[src/rtl/instr_pkg.sv]
// Shared instruction/pipeline constants and types.
// Register-write tracking parameters live here too.
package instr_pkg;

  localparam int RV_NUM_REGS = 32;

  localparam int REGWR_MAX_OUTST = 3;

  typedef logic [$clog2(REGWR_MAX_OUTST+1)-1:0] t_regwr_cnt;

endpackage

[src/rtl/regwr_cnt_cell.sv]
// Per-register outstanding-write counter.
// Up on dispatch, down on writeback, cleared on flush.
module regwr_cnt_cell #(
  parameter int MAX_OUTST = 3
) (
  input  logic clk,
  input  logic rst_n,
  input  logic inc_i,
  input  logic dec_i,
  input  logic clr_i,
  output logic busy_o,
  output logic full_o
);

  localparam int CW = $clog2(MAX_OUTST + 1);
  localparam logic [CW-1:0] CMAX = CW'(MAX_OUTST);

  logic [CW-1:0] cnt_q;
  logic [CW-1:0] cnt_d;

  assign busy_o = (cnt_q != '0);
  assign full_o = (cnt_q == CMAX);

  // Next count; inc and dec together cancel out.
  always_comb begin
    cnt_d = cnt_q;
    if (clr_i) begin
      cnt_d = '0;
    end else if (inc_i && !dec_i && !full_o) begin
      cnt_d = cnt_q + CW'(1);
    end else if (dec_i && !inc_i && busy_o) begin
      cnt_d = cnt_q - CW'(1);
    end
  end

  // Counter register.
  always_ff @(posedge clk or negedge rst_n) begin
    if (!rst_n) begin
      cnt_q <= '0;
    end else begin
      cnt_q <= cnt_d;
    end
  end

endmodule

[src/rtl/regwr_tracker.sv]
// Tracks outstanding register writes between RD and RB.
// Stalls dispatch on RAW hazards and counter saturation.
module regwr_tracker
  import instr_pkg::*;
#(
  parameter int MAX_OUTST = REGWR_MAX_OUTST
) (
  input  logic                   clk,
  input  logic                   reset_n,
  input  logic                   disp_valid,
  input  logic                   disp_wr,
  input  logic [4:0]             disp_rd,
  input  logic [RV_NUM_REGS-1:0] disp_src_mask,
  output logic                   disp_ready,
  input  logic                   wb_valid,
  input  logic [4:0]             wb_rd,
  input  logic                   flush,
  output logic [RV_NUM_REGS-1:0] busy_mask,
  output logic                   underflow_err
);

  logic [RV_NUM_REGS-1:0] busy;
  logic [RV_NUM_REGS-1:0] full;
  logic raw_haz;
  logic sat_haz;
  logic disp_fire;
  logic wb_fire;
  logic underflow_d;
  logic underflow_q;

  // x0 is never tracked.
  assign busy[0] = 1'b0;
  assign full[0] = 1'b0;

  assign busy_mask     = busy;
  assign underflow_err = underflow_q;

  assign raw_haz = |(disp_src_mask & busy);
  assign sat_haz = disp_wr && (disp_rd != '0)
                && full[disp_rd];

  assign disp_ready = !raw_haz && !sat_haz;

  assign disp_fire = disp_valid && disp_ready
                  && disp_wr && (disp_rd != '0)
                  && !flush;

  assign wb_fire = wb_valid && (wb_rd != '0)
                && !flush;

  assign underflow_d = underflow_q
                    || (wb_fire && !busy[wb_rd]);

  for (genvar i = 1; i < RV_NUM_REGS; i++) begin : g_cell
    regwr_cnt_cell #(
      .MAX_OUTST(MAX_OUTST)
    ) u_cell (
      .clk   (clk),
      .rst_n (reset_n),
      .inc_i (disp_fire && (disp_rd == 5'(i))),
      .dec_i (wb_fire && (wb_rd == 5'(i))),
      .clr_i (flush),
      .busy_o(busy[i]),
      .full_o(full[i])
    );
  end

  // Sticky underflow flag, cleared only by reset.
  always_ff @(posedge clk or negedge reset_n) begin
    if (!reset_n) begin
      underflow_q <= 1'b0;
    end else begin
      underflow_q <= underflow_d;
    end
  end

endmodule

[config.mk]
export PLATFORM = sky130hd
export DESIGN_NAME = regwr_tracker
export DESIGN_NICKNAME = d
export VERILOG_FILES = /design/src/rtl/instr_pkg.sv /design/src/rtl/regwr_cnt_cell.sv /design/src/rtl/regwr_tracker.sv
export SDC_FILE = /design/constraint.sdc
export NUM_CORES = 1
export LEC_CHECK = 0
export CORE_MARGIN = 2
export CORE_UTILIZATION = 35
export CTS_BUF_LIST = sky130_fd_sc_hd__clkbuf_4 sky130_fd_sc_hd__clkbuf_8 sky130_fd_sc_hd__clkbuf_16
export CTS_CLUSTER_DIAMETER = 60
export CTS_CLUSTER_SIZE = 8
export DETAILED_ROUTE_END_ITERATION = 8
export SYNTH_ARGS = -nofsm -noshare
export SYNTH_HDL_FRONTEND = slang
export SYNTH_HIERARCHICAL = 1
export SYNTH_SLANG_ARGS = --single-unit
[constraint.sdc]
create_clock -name clk -period 8.4 [get_ports clk]
set_clock_uncertainty 0.1 [all_clocks]
set_input_delay 1.26 -clock clk [delete_from_list [all_inputs] [get_ports clk]]
set_output_delay 1.26 -clock clk [all_outputs]
set_load 0.02 [all_outputs]
* Yosys cells after proc, flatten, opt, wreduce, memory -nomap -nowiden
Cells that the tools add are included.
** Operators by class
- Bitwise gates (word level) :: 1
- Add/sub/neg operators :: 62
- Equality and inequality tests :: 93
- Order comparisons :: 2
- Mux-type cells :: 97
- Reduce and logical (&&, ||, !) cells :: 359
** Operators with widths (number)
- $logic_and 1x1->1 :: 196
- $mux 2 :: 93
- $eq 5x5->1 const B :: 32
- $logic_not 1->1 :: 97
- $reduce_bool 3->1 :: 31
- $eq 5x4->1 const B :: 16
- $add 2x1->2 const B :: 31
- $eq 2x2->1 const B :: 31
- $reduce_bool 2->1 :: 31
- $sub 2x1->2 const B :: 31
- $eq 5x3->1 const B :: 8
- $and 32x32->32 :: 1
- $reduce_or 32->1 :: 1
- $eq 5x2->1 const B :: 4
- $lt 5x6->1 const B :: 2
- $bmux 1 s5 :: 2
- $eq 5x1->1 const B :: 2
- $reduce_bool 5->1 :: 2
- $mux 1 :: 2
- $logic_or 1x1->1 :: 1
** Storage, ports and cells
- Bits of input ports :: 48
- Output and inout port bits :: 34
- Logic and storage cells :: 646
- Register bits after elaboration :: 63

* Logic depth before layout (Yosys ltp)
Gate-level depths: netlist (run 1).
- Depth after elaboration :: 17
- Mapped depth :: 12
- Depth with buffers taken out :: 9

* Modules after synthesis
Netlist (run 1), hierarchy kept.
** By module, submodules not included
- regwr_cnt_cell :: area each 133.9 µm², sequential area each 50.0 µm², cells an instance 14, instances 31
- regwr_tracker :: area each 1659.1 µm², sequential area each 25.0 µm², cells an instance 216, instances 1

* Worst setup path after synthesis (run 1)
OpenSTA, ideal clock, no wires.
- Kind :: in2out
- From :: in disp_rd[0]
- To :: out disp_ready
- Setup slack :: 4.051 ns
- Path buffers :: 3
- Arrival :: 2.989 ns
- Stages :: 8
- Required time :: 7.040 ns
- Path through :: buf_6 > buf_2 > mux2_2 > a221oi_1 > nor3_1 > o211a_4 > buf_6 > nor2_1
** On the way
- Longest elaborated chain between the ends :: 5
- Elaborated cells on any way between the ends :: 7
- Classes of those cells :: mux: 2; reduce/logical: 5
** Ends and longest elaborated chain
- from (decl) :: RTL line regwr_tracker.sv:12 : input logic [4:0] disp_rd,
- $bmux 1 s5 or $reduce_bool 5->1 (tied branches) :: RTL line regwr_tracker.sv:40, regwr_tracker.sv:39
- $mux 1 (not written as such) or $logic_and 1x1->1 (tied branches) :: RTL line regwr_tracker.sv:40, regwr_tracker.sv:39
- $logic_and 1x1->1 * :: RTL line regwr_tracker.sv:40 : && full[disp_rd];
- $logic_not 1->1 * :: RTL line regwr_tracker.sv:42 : assign disp_ready = !raw_haz && !sat_haz;
- $logic_and 1x1->1 * :: RTL line regwr_tracker.sv:42
- to (decl) :: RTL line regwr_tracker.sv:14 : output logic disp_ready,
Mark *: on every way between the ends. The rest lies on a longest branch, timed or not. The select of a mux whose other input is x is not followed.

* Worst setup path after layout (run 1)
Ends and elaborated chain as after synthesis.

==> results of run 1 <==
-- layout by cell type, fill, tap and decap left out, types with 14 or more instances in the layout --
master	instances
a21oi_1	31
nand3b_1	33
and2b_1	31
dfrtp_1	63
a221oi_2	31
nand2_1	61
nand3_1	14
or2_2	33
o21ai_2	31
nor4_2	28
nand2b_1	33
clkdlybuf4s50_1	77
nor2_1	68
or2b_2	31
and2_1	32
o21ai_0	31
-- power by group through the flow --
stage	clock (mW)	combinational (mW)	sequential, mW
2_1_floorplan	0	0.0441	0.310
3_3_place_gp	0	0.0902	0.310
3_5_place_dp	0	0.0916	0.310
4_1_cts	0.406	0.0920	0.305
5_1_grt	0.417	0.0982	0.305
6_report	0.399	0.0919	0.305
-- metal layers --
metal  up-vias  routed length, um
met5         -                  0
met4         0                556
met3        28                872
met2       134               8860
met1      2641               8120
li1       2503                  -
-- state kept, by name, summed over array words and instances, names as in the netlist --
name,flops
g_cell.u_cell/cnt_q,62
underflow_err,1
-- final timing paths --
path	cells past startpoint	end	start
setup / recovery	7	disp_ready	disp_rd[0]
hold / removal	1	underflow_err$_DFF_PN0_	underflow_err$_DFF_PN0_
min in group asynchronous	2	g_cell[11].u_cell/cnt_q[1]$_DFFE_PN0P_	reset_n
setup reg to reg	9	g_cell[19].u_cell/cnt_q[0]$_DFFE_PN0P_	g_cell[12].u_cell/cnt_q[1]$_DFFE_PN0P_
max in group asynchronous	2	g_cell[17].u_cell/cnt_q[0]$_DFFE_PN0P_	reset_n
hold reg to reg	1	underflow_err$_DFF_PN0_	underflow_err$_DFF_PN0_
-- layout make-up --
type | count | area [um2]
flip-flops and latches | 63 | 1580
fillers | 1570 | 9330
clock buffers | 13 | 274
multi-input cells | 559 | 4090
repair buffers | 84 | 818
well taps | 220 | 275
clock inverters | 3 | 40.0
-- worst max-delay path: cells and delay by family --
| family | cells | cell delay [ns] |
|---|---|---|
| buf+inv | 2 | 1.63 |
| simple gates | 3 | 1.10 |
| compound gates | 2 | 0.73 |
-- metrics by stage --
step / hold slack [ns] / power (mW)
after floorplan: 0.373 / 0.354
after global placement: 0.387 / 0.400
after detailed placement: 0.377 / 0.402
after CTS: 0.390 / 0.803
after global routing: 0.408 / 0.820
final: 0.386 / 0.796
-- cells by family (layout without fill, tap and decap cells) --
logic type	count (synthesis)	count (layout)
AOI/OAI and AO/OA	149	149
buffers and inverters	28	100
DFF	63	63
muxes	21	21
other	1	1
and+or+nand+nor	388	388
==> metrics.yaml, run 1 <==
timing:
  setup-violations-final: 0
  worstMarginPinSlew_ns: 1.06
  relSlewSlack_pct: 29.4
  timing_hold_violations_final: 0
  rsz0062_at_grt: "no"
  timing.fmax_ghz: 0.163
  fin_tns_setup_ns: 0
  slew_viol_final: 0
  fin_crit_ns: 6.13
  finalCritPeriodShare_pct: 72.9
  layout_setup_ws_ns: 2.27
clock_network:
  htreeDepth: 3
  cts_tree: "yes"
  cts_buffers: 9
  holdBufCountCts: 0
  cts_buffer_depth: 2
  path_clk_slew_ns: 0.06
  clock-root-buffer: "clkbuf_16"
  cts_resized: 0
  clock_latency_ns: 0.35
  postCtsSetupBuffers: 0
  cts_sinks: 63
power:
  internal_power_mw: 0.595
  powerDensity_mw_per_mm2: 113
  p_seq_share_pct: 38.3
  p_sw_mw: 0.201
  leakage_nw: 2.56
  clockPowerShare_pct: 50.2
  p_sw_share_pct: 25.2
  power_frac_comb_pct: 11.5
  ir_worst_vdd_uv: 83.8
placed_design:
  placed_area_mm2: 0.00676
  dp_cells: 926
  place.gp.congestion: 0.868
  preCtsSetupSlack_ns: 2.31
  dp_hpwl_um: 13800
  portBuffers: 79
synthesis:
  synthAdderAreaFrac_pct: 0
  syn-num-nets: 698
  synth_top_area_share_pct: 27.1
  synth_top_cell_by_area: "dfrtp_1"
  ys_warn_count: 6
  synth_simple_gate_area_share_pct: 42.0
  yosysSeqAreaShare_pct: 27.1
  syn_area_mm2: 0.00581
  synth_mux_area_share_pct: 6.63
  ys_types: 46
  syn_inst: 650
  synth-edff-count: 0
  yosysMostFrequentCell: "nor2_1"
  synth_common_cells: "nor2_1 (68), dfrtp_1 (63), nand2_1 (61)"
  ys_seq_elements: 63
  synth-compound-area-share_pct: 21.7
  ys_async_sr_fraction_pct: 100
  synth.avg_cell_area_um2: 8.94
  synth.area.top_cells: "dfrtp_1 (27%), a221oi_2 (8.0%), nor4_2 (6.0%)"
  synth_top_family_by_area: "simple AND/OR/NAND/NOR gates"
  synthFlopType: "dfrtp_1"
  synth_xor_area_share_pct: 0
worst_hold_path:
  hold_path.class: "reg2reg"
grt:
  grt_pass1_vias: 5382
  track_usage_pct: 21.1
  antenna_found_initial: 0
  grt_max_degree: 64
  use_met1_pct: 26.4
  top_usage_layer: "met2"
  grt_use_met2_pct: 35.0
  grt_pass1_wl_um: 28800
  overflow: 0
  use_met3_pct: 3.87
setup_path:
  critPathSlowestCell: "clkdlybuf4s50_1"
  end_kind: "output port"
  r2r_slack_ns: 4.49
  slowest_delay_ns: 1.06
  worstPathRequired_ns: 7.04
  crit_arrival_ns: 4.77
  crit_path_cell_trace: "clkdlybuf4s50_1 > nor2b_1 > a221oi_1 > nor3_1 > o211a_4 > nor2_1 > clkdlybuf4s50_1"
  path_common_cell: "clkdlybuf4s50_1"
  critPathKind: "in2out"
  critPathMaxFanout: 32
  worstSetupStartpointType: "input pin"
floorplanning:
  num_rows: 47
  start_util_pct: 35.4
  dieArea_mm2: 0.0176
  die_w_um: 133
  core_area_mm2: 0.0164
  io_pins: 82
  die-height_um: 133
final_layout:
  area_delta_synth_final_pct: 21.8
  final_util_pct: 43.1
  drive_gt1_share_pct: 26.3
  n_antenna_cell: 0
  finalInstanceArea_mm2: 0.00707
  final_cells: 942
  nNetsFinal: 765
route:
  drc: 0
  viasPerCell: 5.63
  initialDrtViolationCount: 372
  wirelength_um: 18400
  wl_per_cell_um: 19.5
  vias: 5306
  postRouteAntennaNets: 0
  drt_first_pass_iters: 5
status:
  status: "finished, final reports clean"
run:
  maxCapViolCount: 0
Power figures use the tool's default switching activity.
==> run 2, diff against run 1 <==
- clock period: 8.4 -> 6.06 ns (I/O delays scaled with it)
==> run 2 against run 1 <==
  * Wire length grew 2.5%
  * Clock power grew 30%
  * Register-to-register slack lost 2.3 ns
  * Worst hold slack lost 0.0025 ns
  * Critical path type unchanged
  * Die area is the same
  * Combinational power grew 43%
  * Non-clock buffer count grew 5
==> metrics.yaml, run 2 (synthesis results as in run 1) <==
grt:
  grt_pass1_wl_um: 30000  # +4.3%
  use_met3_pct: 2.80  # -1.1 points
  antenna_found_initial: 0  # unchanged
  grt_max_degree: 64  # unchanged
  use_met1_pct: 28.9  # +2.4 points
  top_usage_layer: "met2"
  track_usage_pct: 22.1  # +0.99 points
  grt_use_met2_pct: 37.3  # +2.3 points
  overflow: 0  # unchanged
  grt_pass1_vias: 5426  # +0.82%
run:
  maxCapViolCount: 0  # unchanged
clock_network:
  path_clk_slew_ns: 0.05  # about the same
  holdBufCountCts: 0  # unchanged
  clock_latency_ns: 0.34  # about the same
  cts_tree: "yes"
  cts_buffers: 9  # unchanged
  cts_sinks: 63  # unchanged
  cts_buffer_depth: 2  # unchanged
  htreeDepth: 3  # unchanged
  postCtsSetupBuffers: 0  # unchanged
  cts_resized: 0  # unchanged
  clock-root-buffer: "clkbuf_16"
setup_path:
  r2r_cells: 9  # unchanged
  end_kind: "output port"
  critPathKind: "in2out"
  crit_arrival_ns: 4.06  # -0.71 ns
  cp_num_buf_inv: 2  # unchanged
  critPathSlowestCell: "clkdlybuf4s50_1"
  critPathMaxFanout: 10  # -69%
  crit_path_cell_trace: "clkdlybuf4s50_1 > mux4_2 > a2111o_1 > o211a_4 > nor2_1 > clkdlybuf4s50_1"
  path_delay_family: "buffers and inverters"
  worstPathRequired_ns: 5.05  # -1.99 ns
  path_common_cell: "clkdlybuf4s50_1"
  reg2reg_from: "g_cell[12].u_cell/cnt_q[1]$_DFFE_PN0P_"
  slowest_delay_ns: 0.90  # -0.16 ns
  worstSetupStartpointType: "input pin"
  r2r_slack_ns: 2.15  # -2.34 ns
  r2r_end: "g_cell[18].u_cell/cnt_q[0]$_DFFE_PN0P_"
floorplanning:
  start_util_pct: 35.4  # unchanged
  die_w_um: 133  # unchanged
  num_rows: 47  # unchanged
  dieArea_mm2: 0.0176  # unchanged
  core_area_mm2: 0.0164  # unchanged
  die-height_um: 133  # unchanged
  io_pins: 82  # unchanged
timing:
  relSlewSlack_pct: 40.9  # +11 points
  fin_tns_setup_ns: 0  # unchanged
  slew_viol_final: 0  # unchanged
  timing.fmax_ghz: 0.197
  fin_crit_ns: 5.07
  rsz0062_at_grt: "no"
  setup-violations-final: 0  # unchanged
  timing_hold_violations_final: 0  # unchanged
  finalCritPeriodShare_pct: 83.6
  worstMarginPinSlew_ns: 0.886  # -0.169 ns
route:
  initialDrtViolationCount: 373  # +0.27%
  drc: 0  # unchanged
  wirelength_um: 18900  # +2.5%
  wl_per_cell_um: 19.9  # +2.0%
  drt_first_pass_iters: 5  # unchanged
  viasPerCell: 5.73  # +1.8%
  postRouteAntennaNets: 0  # unchanged
  vias: 5425  # +2.2%
final_layout:
  area_delta_synth_final_pct: 22.0
  drive_gt1_share_pct: 26.7  # +0.41 points
  final_cell_mix: "clkdlybuf4s50_1 (77), nor2_1 (68), dfrtp_1 (63)"
  fill_cells: 1544  # -1.7%
  multi_input_area_mm2: 0.00409  # unchanged
  n_antenna_cell: 0  # unchanged
  largest-register: "g_cell.u_cell/cnt_q"
  final_util_pct: 43.2  # +0.076 points
  final_common_cell: "clkdlybuf4s50_1"
  largest_reg_flops: 62  # unchanged
  seq_area_mm2: 0.00158  # unchanged
  nNetsFinal: 770  # +0.65%
worst_hold_path:
  worstHoldStart: "underflow_err$_DFF_PN0_"
  holdPathStages: 1  # unchanged
  hold_path.class: "reg2reg"
  hold-path-endpoint: "underflow_err$_DFF_PN0_"
placed_design:
  place.gp.congestion: 0.873  # +0.59%
  portBuffers: 79  # unchanged
  dp_hpwl_um: 14100  # +2.8%
power:
  ir_worst_vdd_uv: 128  # +52%
  p_sw_mw: 0.277  # +38%
  powerDensity_mw_per_mm2: 151  # +34%
  power_frac_comb_pct: 12.2  # +0.7 points
  leakage_nw: 2.57  # +0.47%
  clockPowerShare_pct: 48.3  # -1.9 points
  p_sw_share_pct: 25.8  # +0.63 points
  power.total_mw: 1.07  # +35%
  internal_power_mw: 0.794  # +33%
  p_seq_share_pct: 39.5  # +1.2 points
status:
  status: "finished, final reports clean"
[run 2: cell types whose count changed in the layout (fill, tap and decap cells not counted)]
cell / delta
buf_4: +5
bufinv_16: -1
clkbuf_4: +2
clkinv_2: -2
[run 2: worst max-delay path by stage]
| stage | depth (start not counted) | start | endpoint |
|---|---|---|---|
| floorplan | 8 | disp_rd[0] | disp_ready |
| global placement | 6 | disp_rd[0] | disp_ready |
| detailed placement | 9 | disp_rd[0] | g_cell[18].u_cell/cnt_q[0]$_DFFE_PN0P_ |
| CTS | 6 | disp_rd[0] | disp_ready |
| global route | 6 | disp_rd[0] | disp_ready |
| finish | 6 | disp_rd[0] | disp_ready |
[run 2: worst register-to-register path: cells and delay by family, from the launching register on]
family	cells	cell delay (ns)
compound gates	3	0.95
buf+inv	1	0.29
simple gates	5	2.05
flops	1	0.43
[run 2: metal layers]
metal  vias up  share of wire [%]
li1       2509                  -
met1      2738                 43
met2       153                 50
met3        25                4.6
met4         0                2.6
met5         -                  0
[run 2: cell type report]
| type | count | area share, % |
|---|---|---|
| clock buffer | 15 | 4.08 |
| multi-input combinational | 559 | 57.7 |
| sequential | 63 | 22.2 |
| tap | 220 | 3.88 |
| timing repair buffer | 89 | 12.1 |
[run 2: through the flow]
step	instances	setup slack, ns	hold WS, ns	cell area (um2)
after floorplan	650	2.41	0.373	5810
after global placement	931	1.10	0.371	6800
after detailed placement	931	1.10	0.376	6800
after CTS	946	1.09	0.387	7090
after global routing	946	1.01	0.400	7090
final	946	0.993	0.383	7090
[run 2: power groups by stage]
| stage | clock (mW) | sequential [mW] | combinational, mW |
|---|---|---|---|
| 2_1_floorplan | 0 | 0.430 | 0.0611 |
| 3_3_place_gp | 0 | 0.430 | 0.128 |
| 3_5_place_dp | 0 | 0.430 | 0.131 |
| 4_1_cts | 0.524 | 0.423 | 0.131 |
| 5_1_grt | 0.546 | 0.422 | 0.140 |
| 6_report | 0.517 | 0.423 | 0.131 |
==> run 3, diff against run 2 <==
- clock period: 6.06 -> 4.29 ns (I/O delays scaled with it)
==> run 3 against run 2 <==
  * Sequential share of layout area is 0.39 points lower
  * Utilization is 0.76 points higher
  * Clock-buffer cell count is 2 lower
  * Power is 48% higher
  * Register-to-register slack worse by 1.5 ns
  * First-iteration DRC count is 18% higher
  * Non-clock buffer count is 10 higher
  * Die area stayed put
==> metrics.yaml, run 3 (synthesis results as in run 1) <==
worst_hold_path:
  hold_path.class: "in2async"
route:
  wirelength_met1_um: 8140  # +1.3%
  vias: 5471  # +0.85%
  drt_first_pass_iters: 5  # unchanged
  top_layer_used: "met4"
  postRouteAntennaNets: 0  # unchanged
  route.met2.wl_um: 9260  # -2.0%
  viasPerCell: 5.72  # -0.31%
  drc: 0  # unchanged
  wl_per_cell_um: 20.2  # +1.3%
  met3_length_um: 1190  # +36%
  initialDrtViolationCount: 441  # +18%
  wirelength_um: 19300  # +2.5%
timing:
  timing_hold_violations_final: 0  # unchanged
  rsz0062_at_grt: "no"
  fin_tns_setup_ns: 0  # unchanged
  fin_crit_ns: 4.12
  setup-violations-final: 0  # unchanged
  finalCritPeriodShare_pct: 96.0
  slew_viol_final: 0  # unchanged
  relSlewSlack_pct: 38.4  # -2.5 points
  timing.fmax_ghz: 0.243
  worstMarginPinSlew_ns: 0.922  # +0.0363 ns
clock_network:
  path_clk_slew_ns: 0.06  # about the same
  cts_buffer_depth: 2  # unchanged
  clock_latency_ns: 0.35  # about the same
  holdBufCountCts: 0  # unchanged
  cts_tree: "yes"
  clock-root-buffer: "clkbuf_16"
  cts_buffers: 9  # unchanged
  htreeDepth: 3  # unchanged
  postCtsSetupBuffers: 0  # unchanged
  cts_resized: 0  # unchanged
  cts_sinks: 63  # unchanged
grt:
  grt_pass1_vias: 5520  # +1.7%
  grt_max_degree: 44  # -31%
  grt_pass1_wl_um: 30400  # +1.1%
  overflow: 0  # unchanged
  antenna_found_initial: 0  # unchanged
  track_usage_pct: 22.6  # +0.45 points
floorplanning:
  num_rows: 47  # unchanged
  die_w_um: 133  # unchanged
  io_pins: 82  # unchanged
  dieArea_mm2: 0.0176  # unchanged
  core_area_mm2: 0.0164  # unchanged
  start_util_pct: 35.4  # unchanged
  die-height_um: 133  # unchanged
final_layout:
  drive_gt1_share_pct: 27.8  # +1.1 points
  final_cell_mix: "clkdlybuf4s50_1 (77), nor2_1 (68), dfrtp_1 (63)"
  final_common_cell: "clkdlybuf4s50_1"
  nNetsFinal: 780  # +1.3%
  largest-register: "g_cell.u_cell/cnt_q"
  n_antenna_cell: 0  # unchanged
  largest_reg_flops: 62  # unchanged
  final_cells: 957  # +1.2%
  area_delta_synth_final_pct: 24.1
setup_path:
  crit_path_cell_trace: "clkdlybuf4s50_1 > buf_12 > mux4_2 > a2111o_1 > o211a_4 > nor2_1 > clkdlybuf4s50_1"
  critPathMaxFanout: 8  # -2
  worstSetupStartpointType: "input pin"
  path_common_cell: "clkdlybuf4s50_1"
  slowest_delay_ns: 0.65  # -0.25 ns
  critPathSlowestCell: "clkdlybuf4s50_1"
  path_delay_family: "buffers and inverters"
  end_kind: "output port"
  cp_num_buf_inv: 3  # +1
  worstPathRequired_ns: 3.55  # -1.50 ns
  crit_arrival_ns: 3.38  # -0.68 ns
  critPathKind: "in2out"
run:
  maxCapViolCount: 0  # unchanged
power:
  clockPowerShare_pct: 49.6  # +1.3 points
  p_seq_share_pct: 37.8  # -1.7 points
  leakage_nw: 2.64  # +2.9%
  power_frac_comb_pct: 12.6  # +0.4 points
  internal_power_mw: 1.17  # +48%
  p_sw_share_pct: 25.7  # -0.16 points
  powerDensity_mw_per_mm2: 219  # +45%
  ir_worst_vdd_uv: 201  # +58%
  p_sw_mw: 0.406  # +47%
placed_design:
  portBuffers: 79  # unchanged
  dp_hpwl_um: 14400  # +1.6%
  dp_cells: 941  # +1.1%
  place.gp.congestion: 0.894  # +2.4%
status:
  status: "finished, final reports clean"
## run 3: cell count changes in the layout (fill, tap and decap cells not counted)
cell	delta
clkbuf_4	-2
buf_4	+8
clkinv_2	+2
bufinv_16	+1
buf_12	+2
## run 3: layer usage
metal  vias up  GRT usage (%)
met2       205           37.2
met1      2685           28.0
met3        44           5.13
li1       2537              -
met5         -              0
met4         0           10.6
## run 3: area by class of cell
class | instances | area, um2
flip-flops and latches | 63 | 1580
fillers | 1536 | 9200
well taps | 220 | 275
clock inverters | 3 | 40.0
clock buffers | 13 | 274
repair buffers | 99 | 956
multi-input cells | 559 | 4090
## run 3: power groups by stage
stage / logic (mW) / clock network [mW] / registers [mW]
after floorplan: 0.0863 / 0 / 0.607
after global placement: 0.196 / 0 / 0.607
after detailed placement: 0.198 / 0 / 0.607
after CTS: 0.199 / 0.801 / 0.597
after global routing: 0.212 / 0.827 / 0.597
final: 0.199 / 0.785 / 0.597
## run 3: metrics by stage
stage | instance area, um2 | setup slack (ns) | hold slack (ns) | total power, mW | util (%)
after floorplan | 5810 | 1.12 | 0.248 | 0.694 | -
final | 7210 | 0.171 | 0.315 | 1.58 | 43.9
after global routing | 7210 | 0.137 | 0.399 | 1.64 | 43.9
after detailed placement | 6900 | 0.197 | 0.406 | 0.806 | 42.0
after global placement | 6900 | 0.156 | 0.395 | 0.803 | 42.0
after CTS | 7210 | 0.179 | 0.366 | 1.60 | 43.9
## run 3: path summary, 6_finish.rpt
| check | start | to | slack (ns) | cells past startpoint |
|---|---|---|---|---|
| setup / recovery | disp_rd[0] | disp_ready | 0.17 | 7 |
| hold / removal | reset_n | g_cell[31].u_cell/cnt_q[0]$_DFFE_PN0P_ | 0.32 | 1 |
| setup reg to reg | g_cell[12].u_cell/cnt_q[0]$_DFFE_PN0P_ | g_cell[19].u_cell/cnt_q[0]$_DFFE_PN0P_ | 0.68 | 11 |
| hold reg to reg | g_cell[16].u_cell/cnt_q[0]$_DFFE_PN0P_ | g_cell[16].u_cell/cnt_q[0]$_DFFE_PN0P_ | 0.41 | 1 |
| max in group asynchronous | reset_n | g_cell[19].u_cell/cnt_q[0]$_DFFE_PN0P_ | 2.82 | 2 |
| min in group clk | g_cell[16].u_cell/cnt_q[0]$_DFFE_PN0P_ | g_cell[16].u_cell/cnt_q[0]$_DFFE_PN0P_ | 0.41 | 1 |
